==> config.mk <==
export PLATFORM = sky130hd
export DESIGN_NAME = encap_run_ctrl_flat
export DESIGN_NICKNAME = d
export VERILOG_FILES = /design/src/rtl/encap_run_ctrl_if.sv /design/src/rtl/encap_run_ctrl.sv /design/src/flat_wrapper.sv
export SDC_FILE = /design/constraint.sdc
export NUM_CORES = 1
export LEC_CHECK = 0
export CAP_MARGIN = 20
export CORE_MARGIN = 2
export CORE_UTILIZATION = 45
export DETAILED_ROUTE_END_ITERATION = 6
export PLACE_DENSITY_LB_ADDON = 0.05
export SLEW_MARGIN = 20
export SYNTH_ARGS = -nofsm -noshare
export SYNTH_HDL_FRONTEND = slang
export SYNTH_SLANG_ARGS = --single-unit
==> constraint.sdc <==
create_clock -name clk -period 3 [get_ports clk]
set_input_delay 0.75 -clock clk [delete_from_list [all_inputs] [get_ports clk]]
set_output_delay 0.75 -clock clk [all_outputs]
set_load 0.01 [all_outputs]
==> src/rtl/encap_run_ctrl_if.sv <==
// Seed-ROM and encapsulation-core port bundle for encap_run_ctrl.
//   master (controller): drives seed_rd/seed_addr to the ROM and
//                        core_rst/seed_valid/seed to the core;
//                        receives seed_word, phase_done and core_done.
//   slave  (ROM + core): the mirror image.
interface encap_run_ctrl_if #(
  parameter int unsigned SEED_WORDS = 16,
  parameter int unsigned WORD_W     = 32,
  parameter int unsigned NPHASE     = 2
);
  localparam int unsigned AW = (SEED_WORDS > 1) ? $clog2(SEED_WORDS) : 1;

  logic              seed_rd;
  logic [AW-1:0]     seed_addr;
  logic [WORD_W-1:0] seed_word;
  logic              core_rst;
  logic              seed_valid;
  logic [WORD_W-1:0] seed;
  logic [NPHASE-1:0] phase_done;
  logic              core_done;

  modport master (
    output seed_rd, seed_addr, core_rst, seed_valid, seed,
    input  seed_word, phase_done, core_done
  );

  modport slave (
    input  seed_rd, seed_addr, core_rst, seed_valid, seed,
    output seed_word, phase_done, core_done
  );
endinterface

==> src/rtl/encap_run_ctrl.sv <==
// Run controller for the McEliece encapsulation core. Per batch it runs RUNS
// encapsulations: holds the core in reset, streams SEED_WORDS seed words from a
// 1-cycle-latency ROM, and timestamps each phase_done and core_done in cycles
// counted from the first seed_valid cycle. Results are held for readout.
//   clk, rst     : clock, synchronous active-high reset
//   start        : batch start pulse (honoured only in IDLE/FIN/ERR)
//   bus          : seed ROM port and core port (encap_run_ctrl_if.master)
//   busy         : batch in progress
//   all_done     : batch finished (FIN or ERR)
//   timeout_err  : a run hit TIMEOUT (sticky until next batch)
//   run_idx      : completed runs in this batch
//   cyc_total    : last run, cycles to core_done (all-ones on timeout)
//   phase_cyc    : last run, cycles to each phase_done (all-ones if missed)
//   cyc_sum      : sum of cyc_total over the batch
//   led          : all_done & ~timeout_err
module encap_run_ctrl #(
  parameter int unsigned SEED_WORDS   = 16,
  parameter int unsigned WORD_W       = 32,
  parameter int unsigned NPHASE       = 2,
  parameter int unsigned CNT_W        = 32,
  parameter int unsigned RUNS         = 1,
  parameter int unsigned CORE_RST_CYC = 4,
  parameter int unsigned TIMEOUT      = 0,
  parameter bit          AUTO_START   = 1'b1,
  localparam int unsigned AW = (SEED_WORDS > 1) ? $clog2(SEED_WORDS) : 1,
  localparam int unsigned RW = $clog2(RUNS + 1),
  localparam int unsigned SW = CNT_W + RW
) (
  input  logic                     clk,
  input  logic                     rst,
  input  logic                     start,
  encap_run_ctrl_if.master         bus,
  output logic                     busy,
  output logic                     all_done,
  output logic                     timeout_err,
  output logic [RW-1:0]            run_idx,
  output logic [CNT_W-1:0]         cyc_total,
  output logic [NPHASE*CNT_W-1:0]  phase_cyc,
  output logic [SW-1:0]            cyc_sum,
  output logic                     led
);
  localparam int unsigned CW = $clog2(CORE_RST_CYC + 1);

  typedef enum logic [2:0] {StIdle, StCrst, StLoad, StWait, StNext, StFin, StErr} state_e;

  state_e                  state_q, state_d;
  logic                    first_q;
  logic [CW-1:0]           crst_cnt_q, crst_cnt_d;
  logic [AW-1:0]           addr_q, addr_d;
  logic                    seed_valid_q;
  logic                    active_q, active_d;
  logic [CNT_W-1:0]        cnt_q, cnt_d;
  logic [NPHASE-1:0]       cap_q, cap_d;
  logic [NPHASE*CNT_W-1:0] phase_cyc_q, phase_cyc_d;
  logic [CNT_W-1:0]        cyc_total_q, cyc_total_d;
  logic [RW-1:0]           run_idx_q, run_idx_d;
  logic [SW-1:0]           cyc_sum_q, cyc_sum_d;
  logic                    timeout_err_q, timeout_err_d;
  logic                    seed_rd, core_rst;
  logic                    in_run, done_hit, to_hit;

  // Timestamps are armed from the first seed_valid cycle until the run ends.
  assign in_run   = active_q && ((state_q == StLoad) || (state_q == StWait));
  assign done_hit = in_run && bus.core_done;
  // core_done wins if it arrives in the same cycle the limit is reached.
  assign to_hit   = (TIMEOUT != 0) && in_run && !bus.core_done &&
                    (cnt_q == CNT_W'(TIMEOUT));

  always_comb begin
    state_d       = state_q;
    crst_cnt_d    = crst_cnt_q;
    addr_d        = addr_q;
    active_d      = active_q;
    cnt_d         = cnt_q;
    cap_d         = cap_q;
    phase_cyc_d   = phase_cyc_q;
    cyc_total_d   = cyc_total_q;
    run_idx_d     = run_idx_q;
    cyc_sum_d     = cyc_sum_q;
    timeout_err_d = timeout_err_q;
    seed_rd       = 1'b0;
    core_rst      = 1'b1;

    if (active_q && (cnt_q != '1)) cnt_d = cnt_q + 1'b1;

    if (in_run) begin
      for (int i = 0; i < int'(NPHASE); i++) begin
        if (bus.phase_done[i] && !cap_q[i]) begin
          cap_d[i]                       = 1'b1;
          phase_cyc_d[i*CNT_W +: CNT_W] = cnt_q;
        end
      end
    end

    unique case (state_q)
      StIdle, StFin, StErr: begin
        if (start || (AUTO_START && first_q && (state_q == StIdle))) begin
          run_idx_d     = '0;
          cyc_sum_d     = '0;
          timeout_err_d = 1'b0;
          crst_cnt_d    = '0;
          state_d       = StCrst;
        end
      end
      StCrst: begin
        cap_d    = '0;
        active_d = 1'b0;
        if (crst_cnt_q == CW'(CORE_RST_CYC - 1)) begin
          crst_cnt_d = '0;
          state_d    = StLoad;
        end else begin
          crst_cnt_d = crst_cnt_q + 1'b1;
        end
      end
      StLoad: begin
        core_rst = 1'b0;
        seed_rd  = 1'b1;
        // Counter reads 0 in the cycle the first seed word is presented.
        if (addr_q == '0) begin
          active_d = 1'b1;
          cnt_d    = '0;
        end
        if (addr_q == AW'(SEED_WORDS - 1)) begin
          addr_d  = '0;
          state_d = StWait;
        end else begin
          addr_d = addr_q + 1'b1;
        end
      end
      StWait: core_rst = 1'b0;
      StNext: begin
        run_idx_d  = run_idx_q + 1'b1;
        cyc_sum_d  = cyc_sum_q + SW'(cyc_total_q);
        crst_cnt_d = '0;
        state_d    = ((32'(run_idx_q) + 32'd1) < RUNS) ? StCrst : StFin;
      end
      default: state_d = StIdle;
    endcase

    if (done_hit || to_hit) begin
      for (int i = 0; i < int'(NPHASE); i++) begin
        if (!cap_d[i]) phase_cyc_d[i*CNT_W +: CNT_W] = '1;
      end
      active_d = 1'b0;
      addr_d   = '0;
      if (done_hit) begin
        cyc_total_d = cnt_q;
        state_d     = StNext;
      end else begin
        cyc_total_d   = '1;
        timeout_err_d = 1'b1;
        state_d       = StErr;
      end
    end
  end

  always_ff @(posedge clk) begin
    if (rst) begin
      state_q       <= StIdle;
      first_q       <= 1'b1;
      crst_cnt_q    <= '0;
      addr_q        <= '0;
      seed_valid_q  <= 1'b0;
      active_q      <= 1'b0;
      cnt_q         <= '0;
      cap_q         <= '0;
      phase_cyc_q   <= '0;
      cyc_total_q   <= '0;
      run_idx_q     <= '0;
      cyc_sum_q     <= '0;
      timeout_err_q <= 1'b0;
    end else begin
      state_q       <= state_d;
      first_q       <= 1'b0;
      crst_cnt_q    <= crst_cnt_d;
      addr_q        <= addr_d;
      seed_valid_q  <= seed_rd;
      active_q      <= active_d;
      cnt_q         <= cnt_d;
      cap_q         <= cap_d;
      phase_cyc_q   <= phase_cyc_d;
      cyc_total_q   <= cyc_total_d;
      run_idx_q     <= run_idx_d;
      cyc_sum_q     <= cyc_sum_d;
      timeout_err_q <= timeout_err_d;
    end
  end

  // ROM data arrives in the seed_valid cycle; pass it straight through.
  assign bus.seed_rd    = seed_rd;
  assign bus.seed_addr  = addr_q;
  assign bus.core_rst   = core_rst;
  assign bus.seed_valid = seed_valid_q;
  assign bus.seed       = seed_valid_q ? bus.seed_word : '0;

  assign busy        = (state_q == StCrst) || (state_q == StLoad) ||
                       (state_q == StWait) || (state_q == StNext);
  assign all_done    = (state_q == StFin) || (state_q == StErr);
  assign timeout_err = timeout_err_q;
  assign run_idx     = run_idx_q;
  assign cyc_total   = cyc_total_q;
  assign phase_cyc   = phase_cyc_q;
  assign cyc_sum     = cyc_sum_q;
  assign led         = all_done && !timeout_err_q;
endmodule

==> src/flat_wrapper.sv <==
// flat-port wrapper written by rule: the top's interface ports become plain ports
module encap_run_ctrl_flat 
#(
  parameter int unsigned SEED_WORDS   = 16,
  parameter int unsigned WORD_W       = 32,
  parameter int unsigned NPHASE       = 2,
  parameter int unsigned CNT_W        = 32,
  parameter int unsigned RUNS         = 1,
  parameter int unsigned CORE_RST_CYC = 4,
  parameter int unsigned TIMEOUT      = 0,
  parameter bit          AUTO_START   = 1'b1,
  localparam int unsigned AW = (SEED_WORDS > 1) ? $clog2(SEED_WORDS) : 1,
  localparam int unsigned RW = $clog2(RUNS + 1),
  localparam int unsigned SW = CNT_W + RW
)
  (clk, rst, start, busy, all_done, timeout_err, run_idx, cyc_total, phase_cyc, cyc_sum, led, bus_seed_rd, bus_seed_addr, bus_core_rst, bus_seed_valid, bus_seed, bus_seed_word, bus_phase_done, bus_core_done);
  encap_run_ctrl_if #(.SEED_WORDS(SEED_WORDS), .WORD_W(WORD_W), .NPHASE(NPHASE)) bus_i ();
  input  logic clk;
  input  logic rst;
  input  logic start;
  output logic busy;
  output logic all_done;
  output logic timeout_err;
  output logic [RW-1:0] run_idx;
  output logic [CNT_W-1:0] cyc_total;
  output logic [NPHASE*CNT_W-1:0] phase_cyc;
  output logic [SW-1:0] cyc_sum;
  output logic led;
  output wire logic [$bits(bus_i.seed_rd)-1:0] bus_seed_rd;
  output wire logic [$bits(bus_i.seed_addr)-1:0] bus_seed_addr;
  output wire logic [$bits(bus_i.core_rst)-1:0] bus_core_rst;
  output wire logic [$bits(bus_i.seed_valid)-1:0] bus_seed_valid;
  output wire logic [$bits(bus_i.seed)-1:0] bus_seed;
  input wire logic [$bits(bus_i.seed_word)-1:0] bus_seed_word;
  input wire logic [$bits(bus_i.phase_done)-1:0] bus_phase_done;
  input wire logic [$bits(bus_i.core_done)-1:0] bus_core_done;
  assign bus_seed_rd = bus_i.seed_rd;
  assign bus_seed_addr = bus_i.seed_addr;
  assign bus_core_rst = bus_i.core_rst;
  assign bus_seed_valid = bus_i.seed_valid;
  assign bus_seed = bus_i.seed;
  assign bus_i.seed_word = bus_seed_word;
  assign bus_i.phase_done = bus_phase_done;
  assign bus_i.core_done = bus_core_done;
  encap_run_ctrl #(.SEED_WORDS(SEED_WORDS), .WORD_W(WORD_W), .NPHASE(NPHASE), .CNT_W(CNT_W), .RUNS(RUNS), .CORE_RST_CYC(CORE_RST_CYC), .TIMEOUT(TIMEOUT), .AUTO_START(AUTO_START)) u_core (.clk(clk), .rst(rst), .start(start), .bus(bus_i), .busy(busy), .all_done(all_done), .timeout_err(timeout_err), .run_idx(run_idx), .cyc_total(cyc_total), .phase_cyc(phase_cyc), .cyc_sum(cyc_sum), .led(led));
endmodule
Yosys cells after proc, flatten, opt, wreduce, memory -nomap -nowiden. Cells that the tools add are included.

Output and inout port bits: 173. Register bits after elaboration: 177. Input bits: 38. Word-level logic and storage cells: 98.

Equal/unequal tests: 17. Multiplexer cells: 33. Reductions and logical operators: 27. $add $sub $neg: 6. Magnitude comparators: 1. Bitwise gates (word level): 1.

Operator list (number): 2-to-1 mux 32 bit (8); 2-to-1 mux 64 bit (2); one-hot mux 33 bit (2 select lines) (1); adder 33 x 32 -> 33 bit (1); 2-to-1 mux 33 bit (1); adder 32 x 1 -> 32 bit, second input constant (1); < comparator 32 x 1 -> 1 bit, second input constant (1); inequality test 32 bit, second input constant (1); 2-to-1 mux 3 bit (7); one-hot mux 3 bit (5 select lines) (1); == test 3 x 2 -> 1 bit, second input constant (3); == test 3 bit, second input constant (3); one-hot mux 3 bit (3 select lines) (1); AND reduction 4 bit (2); 2-to-1 mux 1 bit (7); logical AND 1 bit (6); logical OR 1 bit (6); inequality test 2 x 1 -> 1 bit, second input constant (3); inequality test 3 x 1 -> 1 bit, second input constant (2); AND reduction 2 bit (3); adder 4 x 1 -> 4 bit, second input constant (1); == test 4 bit, second input constant (1); zero test 4 bit (1); 2-to-1 mux 2 bit (2); 15 further kinds (20).

Longest topological paths before layout. Gate-level depths: netlist of run 1.

Depth after elaboration: 7. Mapped depth: 10. Gate-level depth less buffers: 10.

Worst setup path before layout of run 1. No wires, ideal clock.

Path type: reg2reg. From: reg u_core.cyc_total_q[0] (netlist: u_core.cyc_total[0]). To: reg u_core.cyc_sum_q[28] (netlist: u_core.cyc_sum[28]). Arrival: 2.454 ns. Setup slack: 0.459 ns. Setup time: 0.087 ns. Buffers on the path: 0. Period minus slack after synthesis: 2.541 ns. Data required time: 2.913 ns. Cell stages (with the launch flop): 11. Cell sequence: dfxtp_1 -> ha_1 -> inv_1 -> fa_1 -> nor2b_1 -> o31ai_4 -> a31oi_2 -> o21bai_2 -> a2111oi_0 -> nor4_1 -> o31ai_1.

Longest elaborated chain between the ends: 2.

Ends and longest elaborated chain: from (decl) (line encap_run_ctrl.sv:55) `logic [CNT_W-1:0] cyc_total_q, cyc_total_d;`; from (signal assigned) (line encap_run_ctrl.sv:182) `cyc_total_q <= cyc_total_d;`; adder 33 x 32 -> 33 bit (line encap_run_ctrl.sv:133) `cyc_sum_d = cyc_sum_q + SW'(cyc_total_q);`; one-hot mux 33 bit (2 select lines) (line encap_run_ctrl.sv:95) `unique case (state_q)`; to (signal assigned) (line encap_run_ctrl.sv:184) `cyc_sum_q <= cyc_sum_d;`; to (decl) (line encap_run_ctrl.sv:57) `logic [SW-1:0] cyc_sum_q, cyc_sum_d;`.

Every way passes these cells. A chain may end at the register's enable or synchronous reset.

Final worst setup path of run 1.
From: reg u_core.state_q[1]. To: out bus_seed_rd.

Longest elaborated chain between the ends: 2.

Ends and longest elaborated chain: from (decl) (line encap_run_ctrl.sv:46) `state_e state_q, state_d;`; from (signal assigned) (line encap_run_ctrl.sv:159) `state_q <= StIdle;`; from (signal assigned) (line encap_run_ctrl.sv:173) `state_q <= state_d;`; == test 3 x 2 -> 1 bit (line encap_run_ctrl.sv:95); 2-to-1 mux 1 bit (line encap_run_ctrl.sv:95); to (decl) (line flat_wrapper.sv:29) `output wire logic [$bits(bus_i.seed_rd)-1:0] bus_seed_rd;`.

Every way passes these cells.

==> reports/metrics.cfg, run 1 <==
[sta]
worst_slew_pin_slew_ps = 793.9
setup_slack_ps = 168.4
timing.fmax_mhz = 353.2
relSlewSlack_pct = 46.84
finClkSkew_ps = 12.49
period_share_pct = 94.39
finalCriticalPeriod_ps = 2832
tns_ps = 0
hold_viol_final = 0
setup_viol = 0
drv_slew = 0
rsz0062_at_grt = false

[logic_synthesis]
synth_area_per_cell_sq_um = 7.798
ys_async_sr_fraction_pct = 0
synth_area_sq_um = 8952
synth_nets = 1223
synth_edf_count = 0
synth_cell_types = 71
netlist_instances = 1148
yosys-top-cells-count = nand2_1, dfxtp_1, a21oi_1, nor2_1, a31oi_1
yosysMostFrequentCell = nand2_1
ys_seq_area_share_pct = 39.58
yosysTopAreaCell = dfxtp_1
synth_ff_type = dfxtp_1
ys_warn_count = 0
synth_top_area_share_pct = 39.58
netlist_top_cells_area = dfxtp_1, nand2_1, a21oi_1
ys_seq_elements = 177

[worst_setup_path]
timing.rr.end = u_core.cyc_sum[28]
cp.arrival_ps = 2080
path_cells = buf_4, nand2b_1, nor2_1, clkdlybuf4s50_1
worst-path-buf-inv = 2
cp_max_fo = 7
worstSetupStartpointType = flip-flop
reg2reg_from = u_core.cyc_total[0]
crit_path_end_kind = output pin
r2r_slack_ps = 250
crit_family = buffers and inverters
r2r.worst_path.cells = 10
path_class = flip-flop to output pin
critical_path_required_ps = 2250
crit_path_top_delay_cell = clkdlybuf4s50_1
slowest_delay_ps = 620

[global_routing]
grt_max_degree = 70
grt_antenna_before_repair = 0
grt.total_usage_pct = 24.16
grt-ovfl-total = 0
grt_first_pass_wirelength_mm = 42.12
first_global_vias = 7906

[pwr]
finalPower_mw = 5.330
p_int_mw = 3.876
pwr-share-clk_pct = 42.3
p_switching_mw = 1.454
swShare_pct = 27.28
ir_drop_mv = 0.3637
power_frac_seq_pct = 46.1
p_per_area_nw_per_um2 = 449.5
comb_power_share_pct = 11.6
leakagePower_nw = 4.298

[drt]
routedWlPerCell_um = 16.15
routed_wl_mm = 25.86
dr.pass1.iters = 5
drc = 0
vias = 8691
vias_per_cell = 5.428
postRouteAntennaNets = 0
first_iter_violations = 733

[clock_tree]
cts_setup_buffers = 0
clk_pin_slew_worst_paths_ps = 70
clock_latency_ps = 430
clock_sinks = 177
cts_buffer_depth = 2
cts_tree = done
cts_buffers = 17
h-tree-depth = 4
cts_root_buf = clkbuf_16

[hold_path]
hold_depth = 2
min_from = u_core.crst_cnt_q[2]
hold_path_end = u_core.crst_cnt_q[2]
min_path_type = flip-flop to flip-flop

[die]
fp.dieW_um = 145.0
initial_core_util_pct = 46.00
die_h_um = 145.0
ios = 211
rows = 51
die_area_sq_um = 21040
coreArea_sq_um = 19460

[place]
dp_slack_ps = 173.0
place_congestion = 0.9184
dpl.hpwl_mm = 18.72
portBuffers = 209

[status]
status = finished clean

[run]
drv_cap = 0

[finish]
antenna_cells = 0
fin_nets = 1398
drive_above_1_share_pct = 5.988
syn2layout_area_growth_pct = 32.44

==> metrics by stage <==
| step | hold slack, ps | cell area [sq um] | util [%] | instances |
|---|---|---|---|---|
| after floorplan | 423.6 | 8952 | - | 1148 |
| after CTS | 453.1 | 11850 | 60.91 | 1601 |
| after global routing | 480.3 | 11860 | 60.92 | 1601 |
| after detailed placement | 443.3 | 11260 | 57.87 | 1569 |
| after global placement | 431.2 | 11260 | 57.87 | 1569 |
| final | 450.6 | 11860 | 60.92 | 1601 |
==> worst max path at each step <==
| stage | from | end | slack, ps | cells past startpoint |
|---|---|---|---|---|
| 2_1_floorplan | u_core.cyc_total[0] | u_core.cyc_sum[28] | 460 | 10 |
| 3_3_place_gp | u_core.cyc_total[0] | u_core.cyc_sum[30] | 310 | 10 |
| 3_5_place_dp | u_core.cyc_total[0] | u_core.cyc_sum[30] | 170 | 10 |
| 4_1_cts | u_core.state_q[1] | bus_seed_rd | 150 | 4 |
| 5_1_grt | u_core.state_q[1] | bus_seed_rd | 30 | 4 |
| 6_report | u_core.state_q[1] | bus_seed_rd | 170 | 4 |
==> state kept, by name, summed over array words and instances, names as in the netlist <==
signal,count
u_core.cyc_sum,33
u_core.bus.seed_addr,4
u_core.active_q,1
u_core.cap_q,2
u_core.state_q,3
u_core.bus.seed_valid,1
u_core.crst_cnt_q,3
u_core.first_q,1
u_core.run_idx,1
u_core.cyc_total,32
u_core.phase_cyc,64
u_core.cnt_q,32
==> kinds of logic after synthesis <==
family | after synthesis | share of synthesized area, %
AND/OR/NAND/NOR | 501 | 25.65
buffers and inverters | 98 | 4.346
multiplexers | 7 | 0.8525
AO/OA/AOI/OAI | 288 | 20.46
flip-flops | 177 | 39.58
adder cells (fa/ha/maj) | 37 | 5.255
other | 1 | 0.04189
XOR/XNOR | 39 | 3.816
==> cells in the final DEF (no fill, tap or decap), drive strengths merged, types with 8 or more instances in the layout <==
cell | Yosys | routed
a211oi | 9 | 9
a21o | 16 | 16
a21oi | 91 | 91
a31oi | 72 | 72
and2 | 38 | 38
and3 | 8 | 8
buf | 10 | 27
clkbuf | 69 | 17
clkdlybuf4s50 | 0 | 208
dfxtp | 177 | 177
ha | 36 | 36
inv | 19 | 28
nand2 | 252 | 252
nand3 | 25 | 25
nand4 | 13 | 13
nor2 | 85 | 85
nor3 | 23 | 23
o21ai | 38 | 38
o31ai | 9 | 9
or3 | 16 | 16
xnor2 | 21 | 21
xor2 | 18 | 18
==> timing repair <==
item	in CTS	in global routing
endpoints found under the setup margin	0	2
hold buffers	0	0
gates resized for setup	0	2
==> power groups by stage <==
stage	Combinational [mW]	Sequential [mW]	Clock [mW]
floorplan	0.342	2.50	0
global placement	0.619	2.51	0
detailed placement	0.623	2.51	0
CTS	0.626	2.46	2.28
global route	0.678	2.46	2.39
finish	0.619	2.46	2.25
==> area by class of cell <==
| type | instances | area (sq um) |
|---|---|---|
| clock buffer | 17 | 425.4 |
| clock inverter | 15 | 165.2 |
| fill | 1795 | 7606 |
| inverter | 19 | 71.32 |
| multi-input combinational | 873 | 5035 |
| sequential | 177 | 3543 |
| tap | 265 | 331.6 |
| timing repair buffer | 235 | 2285 |
==> worst reg2reg max path, cell delays in order (launching register included) <==
cell and delay, ps:
dfxtp_1 360, ha_1 200, inv_1 60, fa_1 370, nor2b_1 320, o31ai_4 100, a31oi_2 220, o21bai_2 180
a2111oi_1 540, nor4_1 90, o31ai_1 220
==> per-layer routing <==
| metal | vias up | wire length [um] | track usage (%) |
|---|---|---|---|
| met2 | 244 | 11180 | 36.64 |
| met3 | 35 | 1306 | 3.491 |
| met4 | 0 | 450 | 6.980 |
| met5 | - | 0 | 0 |
| li1 | 4384 | - | - |
| met1 | 4028 | 12920 | 35.60 |
Power figures use the tool's default switching activity.
==> run 2, diff against run 1 <==
CELL_PAD_IN_SITES_DETAIL_PLACEMENT = 1   (was unset)
CELL_PAD_IN_SITES_GLOBAL_PLACEMENT = 1   (was unset)
CORE_UTILIZATION = 36   (was 45)
==> reports/metrics.cfg, run 2 (synthesized netlist as in run 1, its figures left out) <==
[worst_setup_path]
critical_path_required_ps = 3330  ; +1080 ps
cp_max_fo = 8  ; +1
reg2reg_from = u_core.cyc_total[0]
cp.arrival_ps = 3170  ; +1090 ps
critPathLaunch = u_core.cyc_total[0]
path_class = flip-flop to flip-flop
worstSetupStartpointType = flip-flop
crit_path_end_kind = flip-flop

[die]
die_h_um = 161.7  ; +11%
coreArea_sq_um = 24390  ; +25%
ios = 211  ; unchanged
initial_core_util_pct = 36.70  ; -9.3 points
rows = 57  ; +12%
die_area_sq_um = 26150  ; +24%
fp.dieW_um = 161.7  ; +11%

[place]
place_congestion = 0.8152  ; -11%
placedInstanceArea_sq_um = 11360  ; +0.85%
portBuffers = 209  ; unchanged
dpl.hpwl_mm = 21.66  ; +16%

[status]
status = finished clean

[clock_tree]
h-tree-depth = 4  ; unchanged
cts_setup_buffers = 0  ; unchanged
cts_root_buf = clkbuf_16
clock_latency_ps = 440  ; about the same
clk_pin_slew_worst_paths_ps = 80  ; about the same
cts_buffers = 17  ; unchanged
cts_buffer_depth = 2  ; unchanged
clock_sinks = 177  ; unchanged
cts_tree = done

[global_routing]
grt-ovfl-total = 0  ; unchanged
grt_max_degree = 64  ; -8.6%
grt_first_pass_wirelength_mm = 49.00  ; +16%
first_global_vias = 9050  ; +14%
grt_antenna_before_repair = 0  ; unchanged
grt.total_usage_pct = 23.22  ; -0.94 points

[finish]
design_area_sq_um = 11950  ; +0.82%
final_cell_mix = nand2_1, clkdlybuf4s50_1, dfxtp_1
antenna_cells = 0  ; unchanged
drive_above_1_share_pct = 6.203  ; +0.22 points
fin_nets = 1401  ; +0.21%
mostFrequentLayoutCell = nand2_1
largest_reg_flops = 64  ; unchanged
syn2layout_area_growth_pct = 33.53

[sta]
relSlewSlack_pct = 39.83  ; -7.0 points
period_share_pct = 94.39  ; about the same
finalCriticalPeriod_ps = 2832  ; +0.09700 ps
setup_viol = 0  ; unchanged
finClkSkew_ps = 15.75  ; +3.266 ps
worst_slew_pin_slew_ps = 898.6  ; +104.7 ps
tns_ps = 0  ; unchanged
timing.fmax_mhz = 353.1  ; about the same
hold_viol_final = 0  ; unchanged
drv_slew = 0  ; unchanged

[drt]
routedWlPerCell_um = 18.16  ; +12%
vias_per_cell = 5.380  ; -0.89%
first_iter_violations = 414  ; -44%
vias = 8942  ; +2.9%
drc = 0  ; unchanged
postRouteAntennaNets = 0  ; unchanged
routed_wl_mm = 30.18  ; +17%
dr.pass1.iters = 4  ; -1

[pwr]
power_frac_seq_pct = 45.5  ; -0.6 points
comb_power_share_pct = 12.2  ; +0.6 points
ir_drop_mv = 0.2855  ; -22%
pwr-share-clk_pct = 42.4  ; about the same
p_switching_mw = 1.556  ; +7.0%
p_int_mw = 3.812  ; -1.6%
leakagePower_nw = 4.310  ; +0.28%
swShare_pct = 28.99  ; +1.7 points
p_per_area_nw_per_um2 = 449.0  ; -0.11%

[run]
drv_cap = 0  ; unchanged

[hold_path]
min_path_type = flip-flop to flip-flop
min_from = u_core.crst_cnt_q[2]

run 2: changes by cell type in the layout (fill, tap and decap cells not counted), sizes merged:
cell / delta
bufinv: -1
buf: +3
run 2: final cells by class:
class                   count  area, sq um
fillers                  2957        12440
clock inverters            14        161.4
inverters                  19        71.32
repair buffers            238         2307
well taps                 324        405.4
clock buffers              17        425.4
flip-flops and latches    177         3543
multi-input cells         873         5040
run 2: worst paths after layout:
check,to,slack (ps),depth (start not counted)
max reg2reg,u_core.cyc_sum[28],170,10
min,u_core.crst_cnt_q[2],450,2
min reg2reg,u_core.crst_cnt_q[2],450,2
max,u_core.cyc_sum[28],170,10
run 2: power groups by stage:
stage / logic, mW / clock network, mW / registers (mW)
after global placement: 0.649 / 0 / 2.50
final: 0.652 / 2.27 / 2.44
after CTS: 0.661 / 2.32 / 2.44
after detailed placement: 0.658 / 0 / 2.50
after floorplan: 0.342 / 0 / 2.50
after global routing: 0.721 / 2.40 / 2.45
run 2: routing by layer:
metal  part of all wire, %  up-vias  track usage [%]
met4                  0.60        0            4.948
met2                    45      208            37.08
met1                    50     4366            33.72
met3                   3.9       14            2.911
met5                     0        -                0
li1                      -     4354                -
run 2: critical path: stages, from the launching register on:
cell and delay (ps):
dfxtp_1 360, ha_1 200, inv_1 70, fa_1 380
nor2b_1 310, o31ai_4 100, a31oi_2 230, o21bai_2 190
a2111oi_2 480, nor4_1 90, o31ai_1 310
run 2: what timing repair did:
item	CTS	global route
setup endpoints to repair	0	2
hold buffers	0	0
gates resized for setup	0	3
run 2: stage by stage:
stage	power [mW]	hold WS, ps	util, %	std cells	setup slack [ps]
after global routing	5.570	482.6	49.01	1662	-30.85
after floorplan	2.838	423.6	-	1148	458.7
after CTS	5.418	452.7	48.98	1662	5.736
final	5.368	447.4	49.01	1662	168.3
after global placement	3.144	439.8	46.57	1631	207.9
after detailed placement	3.154	441.9	46.57	1631	129.5
==> run 3, diff against run 2 <==
CORE_MARGIN = 4   (was 2)
==> reports/metrics.cfg, run 3 (synthesized netlist as in run 1, its figures left out) <==
[global_routing]
grt_first_pass_wirelength_mm = 50.04  ; +2.1%
grt-ovfl-total = 0  ; unchanged
grt_max_degree = 69  ; +7.8%
first_global_vias = 9010  ; -0.44%
grt.total_usage_pct = 21.85  ; -1.4 points
grt_antenna_before_repair = 0  ; unchanged

[finish]
fin_util_pct = 49.10  ; +0.092 points
drive_above_1_share_pct = 6.343  ; +0.14 points
largest_reg_flops = 64  ; unchanged
seqCellArea_sq_um = 3543  ; unchanged
fin_nets = 1402  ; +0.071%
syn2layout_area_growth_pct = 33.78
num-fill-cells = 2947  ; -0.34%
multi_input_area_sq_um = 5045  ; about the same
final_cell_mix = nand2_1, clkdlybuf4s50_1, dfxtp_1
antenna_cells = 0  ; unchanged
mostFrequentLayoutCell = nand2_1

[die]
die_area_sq_um = 27450  ; +5.0%
initial_core_util_pct = 36.70  ; unchanged
die_h_um = 165.7  ; +2.5%
coreArea_sq_um = 24390  ; unchanged
rows = 57  ; unchanged
ios = 211  ; unchanged
fp.dieW_um = 165.7  ; +2.5%

[sta]
tns_ps = 0  ; unchanged
drv_slew = 0  ; unchanged
hold_viol_final = 0  ; unchanged
worst_slew_pin_slew_ps = 1008  ; +109.1 ps
finalCriticalPeriod_ps = 2819  ; -12.64 ps
finClkSkew_ps = 18.37  ; +2.614 ps
setup_slack_ps = 181.0  ; +12.64 ps
timing.fmax_mhz = 354.7  ; +0.45%
period_share_pct = 93.97  ; -0.42 points
rsz0062_at_grt = false
setup_viol = 0  ; unchanged
relSlewSlack_pct = 32.52  ; -7.3 points

[drt]
dr.pass1.iters = 4  ; unchanged
drc = 0  ; unchanged
postRouteAntennaNets = 0  ; unchanged
vias = 8906  ; -0.40%
first_iter_violations = 406  ; -1.9%
routed_wl_mm = 30.72  ; +1.8%
routedWlPerCell_um = 18.46  ; +1.7%
vias_per_cell = 5.352  ; -0.52%

[hold_path]
hold_path_end = u_core.crst_cnt_q[2]
min_from = u_core.crst_cnt_q[2]
min_path_type = flip-flop to flip-flop
hold_depth = 2  ; unchanged

[worst_setup_path]
r2r.worst_path.cells = 10  ; unchanged
timing.rr.end = u_core.cyc_sum[16]
crit_path_end_kind = output pin
slowest_delay_ps = 630  ; +150 ps
worst-path-buf-inv = 1  ; unchanged
path_class = flip-flop to output pin
reg2reg_from = u_core.cyc_total[0]
crit_family = buffers and inverters
r2r_slack_ps = 220  ; +50 ps
crit_path_top_delay_cell = clkdlybuf4s50_1
path_cells = nand2b_1, nor2_1, clkdlybuf4s50_1
cp_max_fo = 9  ; +1
worstSetupStartpointType = flip-flop
critical_path_required_ps = 2250  ; -1080 ps
cp.arrival_ps = 2070  ; -1100 ps

[clock_tree]
cts_tree = done
clock_sinks = 177  ; unchanged
clk_pin_slew_worst_paths_ps = 80  ; about the same
cts_root_buf = clkbuf_16
h-tree-depth = 4  ; unchanged
clock_latency_ps = 440  ; about the same
cts_setup_buffers = 0  ; unchanged
cts_buffers = 17  ; unchanged
cts_hold_buf = 0  ; unchanged
cts_resized = 0  ; unchanged
cts_buffer_depth = 2  ; unchanged

[pwr]
leakagePower_nw = 4.320  ; +0.23%
p_per_area_nw_per_um2 = 446.9  ; -0.48%
ir_drop_mv = 0.2813  ; -1.4%

[place]
dpl.hpwl_mm = 22.56  ; +4.1%
dp_slack_ps = 111.3  ; -18.12 ps
portBuffers = 209  ; unchanged
place_congestion = 0.8167  ; +0.18%

[status]
status = finished clean

[run]
drv_cap = 0  ; unchanged

==> run 3: changes by cell type in the layout (fill, tap and decap cells not counted), sizes merged <==
| cell | delta |
|---|---|
| clkbuf | +1 |
| clkinv | +2 |
| buf | +1 |
| inv | -1 |
| clkinvlp | -1 |
==> run 3: power by group <==
group,internal (mW),switching (mW),total [mW]
clock network,1.13,1.13,2.26
registers,2.40,0.0472,2.44
logic,0.292,0.359,0.650
==> run 3: final cells by class <==
cell class / instances / share of cell area (%)
Sequential cell: 177 / 29.59
Timing Repair Buffer: 239 / 19.33
Clock buffer: 18 / 3.583
Inverter: 19 / 0.5955
Multi-Input combinational cell: 873 / 42.12
Tap cell: 324 / 3.385
Clock inverter: 14 / 1.400
==> run 3: worst max path at each step <==
stage	startpoint	to	slack (ps)	cells after the start
3_5_place_dp	u_core.cyc_total[0]	u_core.cyc_sum[28]	110	10
5_1_grt	u_core.cyc_total[0]	u_core.cyc_sum[16]	20	10
2_1_floorplan	u_core.cyc_total[0]	u_core.cyc_sum[28]	460	10
4_1_cts	u_core.cyc_total[0]	u_core.cyc_sum[28]	80	10
3_3_place_gp	start	u_core.cyc_sum[22]	190	7
6_report	u_core.state_q[2]	bus_seed_rd	180	3
==> run 3: through the flow <==
step / hold slack, ps / cells / cell area (sq um) / total power [mW]
2_1_floorplan: 423.6 / 1148 / 8952 / 2.838
3_3_place_gp: 436.3 / 1632 / 11370 / 3.144
3_5_place_dp: 442.9 / 1632 / 11370 / 3.156
4_1_cts: 453.4 / 1664 / 11960 / 5.414
5_1_grt: 477.3 / 1664 / 11980 / 5.572
6_report: 446.9 / 1664 / 11980 / 5.352
==> run 3: routing by layer <==
metal	wire, um	up-vias	global-route usage [%]
met5	0	-	0
met4	331	0	4.699
li1	-	4376	-
met3	1150	29	3.217
met1	15200	4303	31.49
met2	14040	198	34.89
==> run 3: worst reg2reg max path, stage by stage (launching register included) <==
cell and delay [ps]:
dfxtp_1 370, ha_1 200, inv_1 60, fa_1 380, nor2b_1 310, o31ai_4 100, a31oi_2 250, o21bai_2 200
a211oi_1 380, o31ai_1 130, a32o_1 280
